### src/rtl/sync_filt_3v_pkg.sv
// sync_filt_3v_pkg: parameter limits and counter sizing shared by the sync_filt_3v cells
package sync_filt_3v_pkg;
  localparam int STAGES_MIN = 2;
  localparam int STAGES_MAX = 4;
  localparam int FILT_LEN_MAX = 255;
  function automatic int cnt_width(input int filt_len);
    return $clog2(filt_len + 1);
  endfunction
endpackage

### src/rtl/sync_filt_3v_ch.sv
// sync_filt_3v_ch: one channel -- synchroniser a->s, stable-count filter to q, qr/qf edge pulses, sticky ev cleared by clr
module sync_filt_3v_ch
  import sync_filt_3v_pkg::*;
#(
  parameter int   STAGES   = 2,
  parameter int   FILT_LEN = 4,
  parameter logic RST_VAL  = 1'b0
) (
  input  logic clk,
  input  logic rst,
  input  logic a,
  input  logic clr,
  output logic q,
  output logic qr,
  output logic qf,
  output logic ev
);
  localparam int CW = cnt_width(FILT_LEN);
  localparam logic [CW-1:0] CNT_LAST = CW'(FILT_LEN - 1);
  logic [STAGES-1:0] s;
  logic [CW-1:0] cnt;
  logic sync_out, flip;
  assign sync_out = s[STAGES-1];
  assign flip = (sync_out != q) && (cnt == CNT_LAST);
  always_ff @(posedge clk or posedge rst)
    if (rst) begin
      s   <= {STAGES{RST_VAL}};
      cnt <= '0;
      q   <= RST_VAL;
      qr  <= 1'b0;
      qf  <= 1'b0;
      ev  <= 1'b0;
    end else begin
      s   <= {s[STAGES-2:0], a};
      cnt <= (sync_out == q || flip) ? '0 : cnt + CW'(1);
      q   <= q ^ flip;
      qr  <= flip & sync_out;
      qf  <= flip & ~sync_out;
      ev  <= flip | (ev & ~clr);
    end
endmodule

### src/rtl/sync_filt_3v.sv
// sync_filt_3v: WIDTH-channel pad conditioner; C clk, R async reset, A raw in, CLR ev clear mask, Q filtered level, QR/QF edge pulses, EV sticky event
module sync_filt_3v
  import sync_filt_3v_pkg::*;
#(
  parameter int   WIDTH    = 1,
  parameter int   STAGES   = 2,
  parameter int   FILT_LEN = 4,
  parameter logic RST_VAL  = 1'b0
) (
  input  logic             C,
  input  logic             R,
  input  logic [WIDTH-1:0] A,
  input  logic [WIDTH-1:0] CLR,
  output logic [WIDTH-1:0] Q,
  output logic [WIDTH-1:0] QR,
  output logic [WIDTH-1:0] QF,
  output logic [WIDTH-1:0] EV
);
  if (WIDTH < 1 || STAGES < STAGES_MIN || STAGES > STAGES_MAX ||
      FILT_LEN < 1 || FILT_LEN > FILT_LEN_MAX) begin : g_bad_param
    $fatal(1, "sync_filt_3v: parameter out of legal range");
  end
  for (genvar i = 0; i < WIDTH; i++) begin : g_ch
    sync_filt_3v_ch #(.STAGES(STAGES), .FILT_LEN(FILT_LEN), .RST_VAL(RST_VAL)) u_ch (
      .clk(C),
      .rst(R),
      .a(A[i]),
      .clr(CLR[i]),
      .q(Q[i]),
      .qr(QR[i]),
      .qf(QF[i]),
      .ev(EV[i])
    );
  end
endmodule

### config.mk
export PLATFORM = sky130hd
export DESIGN_NAME = sync_filt_3v
export DESIGN_NICKNAME = d
export VERILOG_FILES = /design/src/rtl/sync_filt_3v_pkg.sv /design/src/rtl/sync_filt_3v_ch.sv /design/src/rtl/sync_filt_3v.sv
export SDC_FILE = /design/constraint.sdc
export NUM_CORES = 1
export LEC_CHECK = 0
export BUFFER_PORTS_ARGS = -buffer_cell sky130_fd_sc_hd__buf_2
export CORE_AREA = 2 2 39 41
export CTS_BUF_LIST = sky130_fd_sc_hd__clkbuf_4 sky130_fd_sc_hd__clkbuf_8
export DETAILED_ROUTE_END_ITERATION = 10
export DIE_AREA = 0 0 41 43
export HOLD_SLACK_MARGIN = 0.08
export PLACE_DENSITY_LB_ADDON = 0.2
export SYNTH_ARGS = -nofsm -noshare
export SYNTH_HDL_FRONTEND = slang
export SYNTH_SLANG_ARGS = --single-unit
export TNS_END_PERCENT = 1
### constraint.sdc
create_clock -name C -period 1.2 [get_ports C]
set_input_delay 0.24 -clock C [delete_from_list [all_inputs] [get_ports C]]
set_output_delay 0.24 -clock C [all_outputs]
set_load 0.01 [all_outputs]
# Word-level counts from Yosys, hierarchy flattened
# Cells that the tools add are included.
totals:
  input_bits: 4
  word_cells: 20
  regBits: 9
  out_inout_bits: 4
op_classes:
  n_reduce_logical: 2
  eq_ne: 3
  add_sub_neg: 1
  bitwise: 7
  mux: 1
ops:
  columns: ["operator", "count"]
  rows:
  - ["adder 3 x 1 -> 3 bit, second input constant", 1]
  - ["AND 1 bit", 3]
  - ["equality test 3 x 2 -> 1 bit, second input constant", 1]
  - ["2-to-1 mux 3 bit", 1]
  - ["inverter 1 bit", 2]
  - ["equality test 1 bit", 1]
  - ["logical AND 1 bit", 1]
  - ["logical OR 1 bit", 1]
  - ["!= test 1 bit", 1]
  - ["OR 1 bit", 1]
  - ["XOR 1 bit", 1]

# Longest topological paths before layout
# Gate-level depths: netlist of the first run.
depth:
  ltp_word: 4
  ltp_mapped: 4

# Worst setup path before layout of the first run
# OpenSTA, ideal clock, no wires.
synth_path:
  path_type: "register -> register"
  startpoint: "register g_ch[0].u_ch.cnt[0]"
  endpoint: "register (tool-made name)"
  setup_ns: 0.125
  path_slack_ns: 0.030
  synth_period_minus_slack_ns: 1.170
  stages_incl_launch_ff: 4
  arrival_time_ns: 1.045
  path_cell_list: "dfrtp_1 -> ha_1 -> ha_1 -> mux2_2"
synth_rtl:
  columns: ["item", "line_no", "text"]
  rows:
  - ["from (decl)", "sync_filt_3v_ch.sv:21", "logic [CW-1:0] cnt;"]
  - ["from (signal assigned)", "sync_filt_3v_ch.sv:35", "cnt <= (sync_out == q || flip) ? '0 : cnt + CW'(1);"]

==> summary.txt, run 1 <==
status = completed
Layout area overhead = 41.1%
Min-Delay Endpoint = g_ch[0].u_ch.ev
Max stage delay on crit path = 350 ps
relative slew slack = 77.7%
met3 usage = 4.71%
Int Power = 664 µW
Reg2Reg Depth = 3
post-detail-place hpwl = 388 µm
Synth Instances = 23
CTS H-tree depth = 1
met1 Use GR = 9.36%
HP Start = CLR
initial antenna violation count = 0
Synth Register Bits = 9
Worst-path clk slew = 60 ps
highest clock rate = 870 MHz
clock tree buffer depth = 2
DRT antenna net count = 0
DRT iter0 DRCs = 5
Die X = 41 µm
share of the synthesized area in the top cell type = 68.4%
Post-Route WL = 517 µm
leakage power = 0.224 nW
CP cell instances = ha_2 > ha_4 > mux2_2
Post-synth top cells = dfrtp_1, inv_1, ha_1, nor3_1, nor3b_1
busiest grt layer = met2
main area contributors after synthesis = dfrtp_1, ha_1, inv_1
setup_tns = 0 ps
global-route usage over all layers = 9.25%
hold path depth = 2
vias per inst = 4.02
Post-synth EDFFs = 0
Critical Path End Type = flip-flop
endpoints failing setup = 0
Post-Syn Area = 329 µm²
CTS tree = done
WL/cell = 9.75 µm
final hold viol count = 0
Main synth FF type = dfrtp_1
switch share = 28.6%
TritonRoute pass-1 iters = 4
vias in the first global route = 249
Post-CTS Setup Bufs = 0
worst path arrival time = 1290 ps
DRC viols = 0
Root Driver = clkbuf_4
Post-Syn Nets = 29
PD cells = 2000 nW/µm²
Clk Latency, worst-skew pair = 250 ps
core footprint = 1380 µm²
Yosys top cell by area = dfrtp_1
Async S/R FF share, synth = 100%
Clock Skews = 4.98 ps
min cycle time layout = 1150 ps
CTS sink count = 9
Num CTS Buffers = 3
worst vdd ir = 0.000836 V
fin util = 33.5%
worst slew pin tran = 335 ps
gpl congestion = 0.675
Logic pwr share = 27.4%
hold crit path type = in2reg
grt ovf = 0
first-pass GRT wire length = 1010 µm
Flop pwr share = 45.4%
NetSw = 266 µW
critical path launch point type = flip-flop
port buffer count = 7
pin count of the biggest net entering global routing = 10
RSZ-0062 raised after global routing = no
library cells used by synthesis = 9
row cnt = 14
CP required = 1340 ps
Worst Path Max Fanout = 5
full die area = 1760 µm²
Ant. Diodes = 0
via count = 213
R2R setup slack = 50 ps
yosys warns = 0
Crit Path Class = reg2reg
overall power = 930 µW
count leader, synth = dfrtp_1
met2 GRT Util = 13.1%
starting density of the core = 23.8%
layout cells sized above 1 = 45.9%
max-cap violation count = 0
crit share post-route = 95.8%
I/O Pins = 8
Clock power frac = 27.2%
Final Max Tran Viols = 0
mean post-synth cell area = 14.3 µm²
Seq/Total Area, Yosys = 68.4%
FF-to-FF Start = g_ch[0].u_ch.cnt[0]
Die Y = 43 µm
Worst path slowest cell = dfrtp_1
final net count = 44
## cell families (layout without fill, tap and decap cells)
group	Yosys count	in the layout	synth area share (%)
mux	1	1	3.42
compound gates	1	1	1.90
flops	9	9	68.4
fa+ha+maj	2	2	7.60
xor+xnor	1	1	2.66
buf+inv	4	18	4.56
simple gates	5	5	11.4
## layout by cell type (no fill, tap or decap)
master / n
nor3b_2: 1
o22ai_1: 1
ha_2: 1
mux2_2: 1
ha_4: 1
buf_4: 1
dlygate4sd3_1: 2
buf_2: 7
xnor2_2: 1
dfrtp_1: 9
nor3_1: 2
clkbuf_4: 4
nor3b_1: 2
inv_1: 4
## layout make-up
class                      instances  area [µm²]
clock buffer                       4        30.0
fill                             151         920
inverter                           4        15.0
multi-input combinational         10         111
sequential                         9         225
tap                               16        20.0
timing repair buffer              10        62.6
## repair_timing
item	4_1_cts	5_1_grt
endpoints found under the hold margin	9	1
gates resized for setup	1	3
setup endpoints to repair	2	4
hold buffers	1	1
## routing by layer
layer	share of wire, %	wire length (µm)	up-vias
met3	6.4	33	2
met2	43	222	6
met5	0	0	-
met1	49	253	101
li1	-	-	104
met4	1.5	8	0
## power groups by stage
stage,Combinational [mW],Sequential [mW],Clock (mW)
after floorplan,0.137,0.429,0
after detailed placement,0.224,0.421,0
final,0.255,0.422,0.253
after global routing,0.293,0.435,0.275
after CTS,0.229,0.415,0.258
after global placement,0.215,0.416,0
## stage by stage
stage | worst slack (ps) | hold WS, ps | instances | cell area (µm²)
floorplan | 29.9 | 67.9 | 23 | 329
global placement | -9.74 | 204 | 47 | 392
detailed placement | -20.2 | 214 | 47 | 392
CTS | 13.6 | 84.4 | 52 | 434
global route | 13.4 | 182 | 53 | 464
finish | 50.1 | 171 | 53 | 464
## worst max path at each step
stage                        start   endpoint  slack, ps  cells past startpoint
6_report       g_ch[0].u_ch.cnt[0]  flip-flop         50                      3
5_1_grt        g_ch[0].u_ch.cnt[0]  flip-flop         10                      3
4_1_cts        g_ch[0].u_ch.cnt[0]  flip-flop         10                      3
3_5_place_dp   g_ch[0].u_ch.cnt[0]  flip-flop        -20                      3
3_3_place_gp   g_ch[0].u_ch.cnt[0]  flip-flop        -10                      3
2_1_floorplan  g_ch[0].u_ch.cnt[0]  flip-flop         30                      3
## worst max-delay path: cells and delay by family, from the launching register on
| family | cells | cell delay, ps |
|---|---|---|
| adder cells (fa/ha/maj) | 2 | 360 |
| multiplexers | 1 | 330 |
| flip-flops | 1 | 350 |
Note: power is estimated with default switching activity, not from simulation.
==> run 2: changes to the inputs <==
--- a/config.mk
+++ b/config.mk
@@ -5,7 +5,7 @@
 export SDC_FILE = /design/constraint.sdc
 export NUM_CORES = 1
 export LEC_CHECK = 0
-export BUFFER_PORTS_ARGS = -buffer_cell sky130_fd_sc_hd__buf_2
+export BUFFER_PORTS_ARGS = -buffer_cell sky130_fd_sc_hd__buf_4
 export CORE_AREA = 2 2 39 41
 export CTS_BUF_LIST = sky130_fd_sc_hd__clkbuf_4 sky130_fd_sc_hd__clkbuf_8
 export DETAILED_ROUTE_END_ITERATION = 10
@@ -14,5 +14,6 @@
 export PLACE_DENSITY_LB_ADDON = 0.2
 export SYNTH_ARGS = -nofsm -noshare
 export SYNTH_HDL_FRONTEND = slang
+export SYNTH_HIERARCHICAL = 1
 export SYNTH_SLANG_ARGS = --single-unit
 export TNS_END_PERCENT = 1
==> summary.txt, run 2 <==
FILL cells = 142
Clk Latency, worst-skew pair = 250 ps
overall power = 935 µW
Layout area overhead = 44.1%
grt ovf = 0
DRC viols = 0
Post-Syn Area = 329 µm²
max-cap violation count = 0
post-detail-place hpwl = 382 µm
Synth Register Bits = 9
DRT antenna net count = 0
via count = 216
FF-to-FF Start = g_ch[0].u_ch/cnt[0]
initial antenna violation count = 0
hold crit path type = in2reg
row cnt = 14
endpoints failing setup = 0
CP Buf/Inv Count = 0
R2R setup slack = 60 ps
share of the synthesized area in the top cell type = 68.4%
Async S/R FF share, synth = 100%
main area contributors after synthesis = dfrtp_1, ha_1, inv_1
port buffer count = 7
Storage cell area = 225 µm²
library cells used by synthesis = 9
critical path launch point type = flip-flop
CP top delay family = flip-flops
I/O Pins = 8
worst vdd ir = 0.000964 V
pin count of the biggest net entering global routing = 10
WL/cell = 9.38 µm
cell area after layout = 474 µm²
CP cell instances = ha_2 > ha_4 > mux2_2
status = completed
Multi-input gate area = 104 µm²
PD cells = 1970 nW/µm²
highest clock rate = 874 MHz
most frequent cells in the layout = dfrtp_1, buf_4, clkbuf_4, inv_1
Worst path slowest cell = dfrtp_1
Die X = 41 µm
count leader, synth = dfrtp_1
starting density of the core = 23.8%
Max stage delay on crit path = 350 ps
Post-Syn Nets = 29
global-route usage over all layers = 9.14%
commonest non-fill, non-tap cell in the layout = dfrtp_1
min cycle time layout = 1140 ps
Ant. Diodes = 0
placed inst area = 409 µm²
Post-synth top cells = dfrtp_1, inv_1, ha_1, nor3_1, nor3b_1
vias per inst = 4.08
Seq/Total Area, Yosys = 68.4%
Worst-path clk slew = 60 ps
layout cells sized above 1 = 43.2%
Synth Instances = 23
Crit Path Class = reg2reg
relative slew slack = 74.3%
Root Driver = clkbuf_4
leakage power = 0.222 nW
CTS tree = done
Crit path depth = 3
Main synth FF type = dfrtp_1
gpl congestion = 0.647
clock tree buffer depth = 2
DRT iter0 DRCs = 2
worst path arrival time = 1290 ps
Die Y = 43 µm
full die area = 1760 µm²
Yosys top cell by area = dfrtp_1
vias in the first global route = 246
worst slew pin tran = 383 ps
Num CTS Buffers = 3
core footprint = 1380 µm²
Worst Path Max Fanout = 5
Reg2Reg Depth = 3
Critical path origin = g_ch[0].u_ch/cnt[0]
Post-Route WL = 497 µm
TritonRoute pass-1 iters = 4
CTS H-tree depth = 1
CP required = 1340 ps
CTS sink count = 9
final hold viol count = 0
yosys warns = 6
Critical Path End Type = flip-flop
Post-synth EDFFs = 0
crit share post-route = 95.4%
Post-CTS Setup Bufs = 0
mean post-synth cell area = 14.3 µm²
Final Max Tran Viols = 0
Clock Skews = 0.191 ps
final net count = 44
RSZ-0062 raised after global routing = no
first-pass GRT wire length = 972 µm
-- run 2: cell counts after synthesis --
Identical to the previous run, type by type.
-- run 2: repair_timing --
action	CTS	global route
hold buffers	2	0
cloned	0	0
gates resized for setup	1	2
endpoints found under the setup margin	2	4
pin swaps	0	0
hold endpoints to repair	10	0
-- run 2: per-stage QoR --
stage	cells	hold slack, ps	utilization [%]	TNS [ps]	setup WS (ps)
final	53	160	34.3	0	55.3
after global routing	53	157	34.3	0	8.39
after CTS	53	151	33.4	0	4.65
after detailed placement	47	224	29.6	-72.2	-43.7
after global placement	47	215	29.6	-6.60	-6.60
after floorplan	23	67.9	-	0	29.9
-- run 2: area by class of cell --
| class | instances | area share [%] |
|---|---|---|
| Inverter | 4 | 3.17 |
| Clock buffer | 4 | 6.33 |
| Sequential cell | 9 | 47.5 |
| Timing Repair Buffer | 10 | 16.9 |
| Tap cell | 16 | 4.22 |
| Multi-Input combinational cell | 10 | 21.9 |
-- run 2: power by group --
part | internal, mW | switching (mW) | total [mW]
combinational | 0.152 | 0.117 | 0.269
clock | 0.150 | 0.101 | 0.251
sequential | 0.372 | 0.0427 | 0.415
total | 0.675 | 0.260 | 0.935
-- run 2: kinds of logic after synthesis --
family | Yosys count | synth area share (%)
xor gates and xnor gates | 1 | 2.66
AOI/OAI and AO/OA | 1 | 1.90
buffers and inverters | 4 | 4.56
DFF | 9 | 68.4
adders and majority gates | 2 | 7.60
and+or+nand+nor | 5 | 11.4
muxes | 1 | 3.42
-- run 2: per-layer routing --
layer	share of wire (%)	track usage, %	wire [µm]
met5	0	0	0
met2	52	13.1	260
met3	5.6	6.28	28
met1	42	8.00	208
met4	0	8.00	0
-- run 2: worst min path at each step --
stage | cells past startpoint | to | from | slack (ps)
after global placement | 2 | g_ch[0].u_ch/s[0] | R | 220
after CTS | 2 | g_ch[0].u_ch/ev | CLR | 150
after detailed placement | 2 | async pin | R | 220
after floorplan | 1 | async pin | R | 70
final | 2 | g_ch[0].u_ch/ev | CLR | 160
after global routing | 2 | g_ch[0].u_ch/ev | CLR | 160
-- run 2: worst reg2reg max path, cell delays in order, from the launching register on --
cell	delay (ps)
dfrtp_1	350
ha_2	190
ha_4	160
mux2_2	330
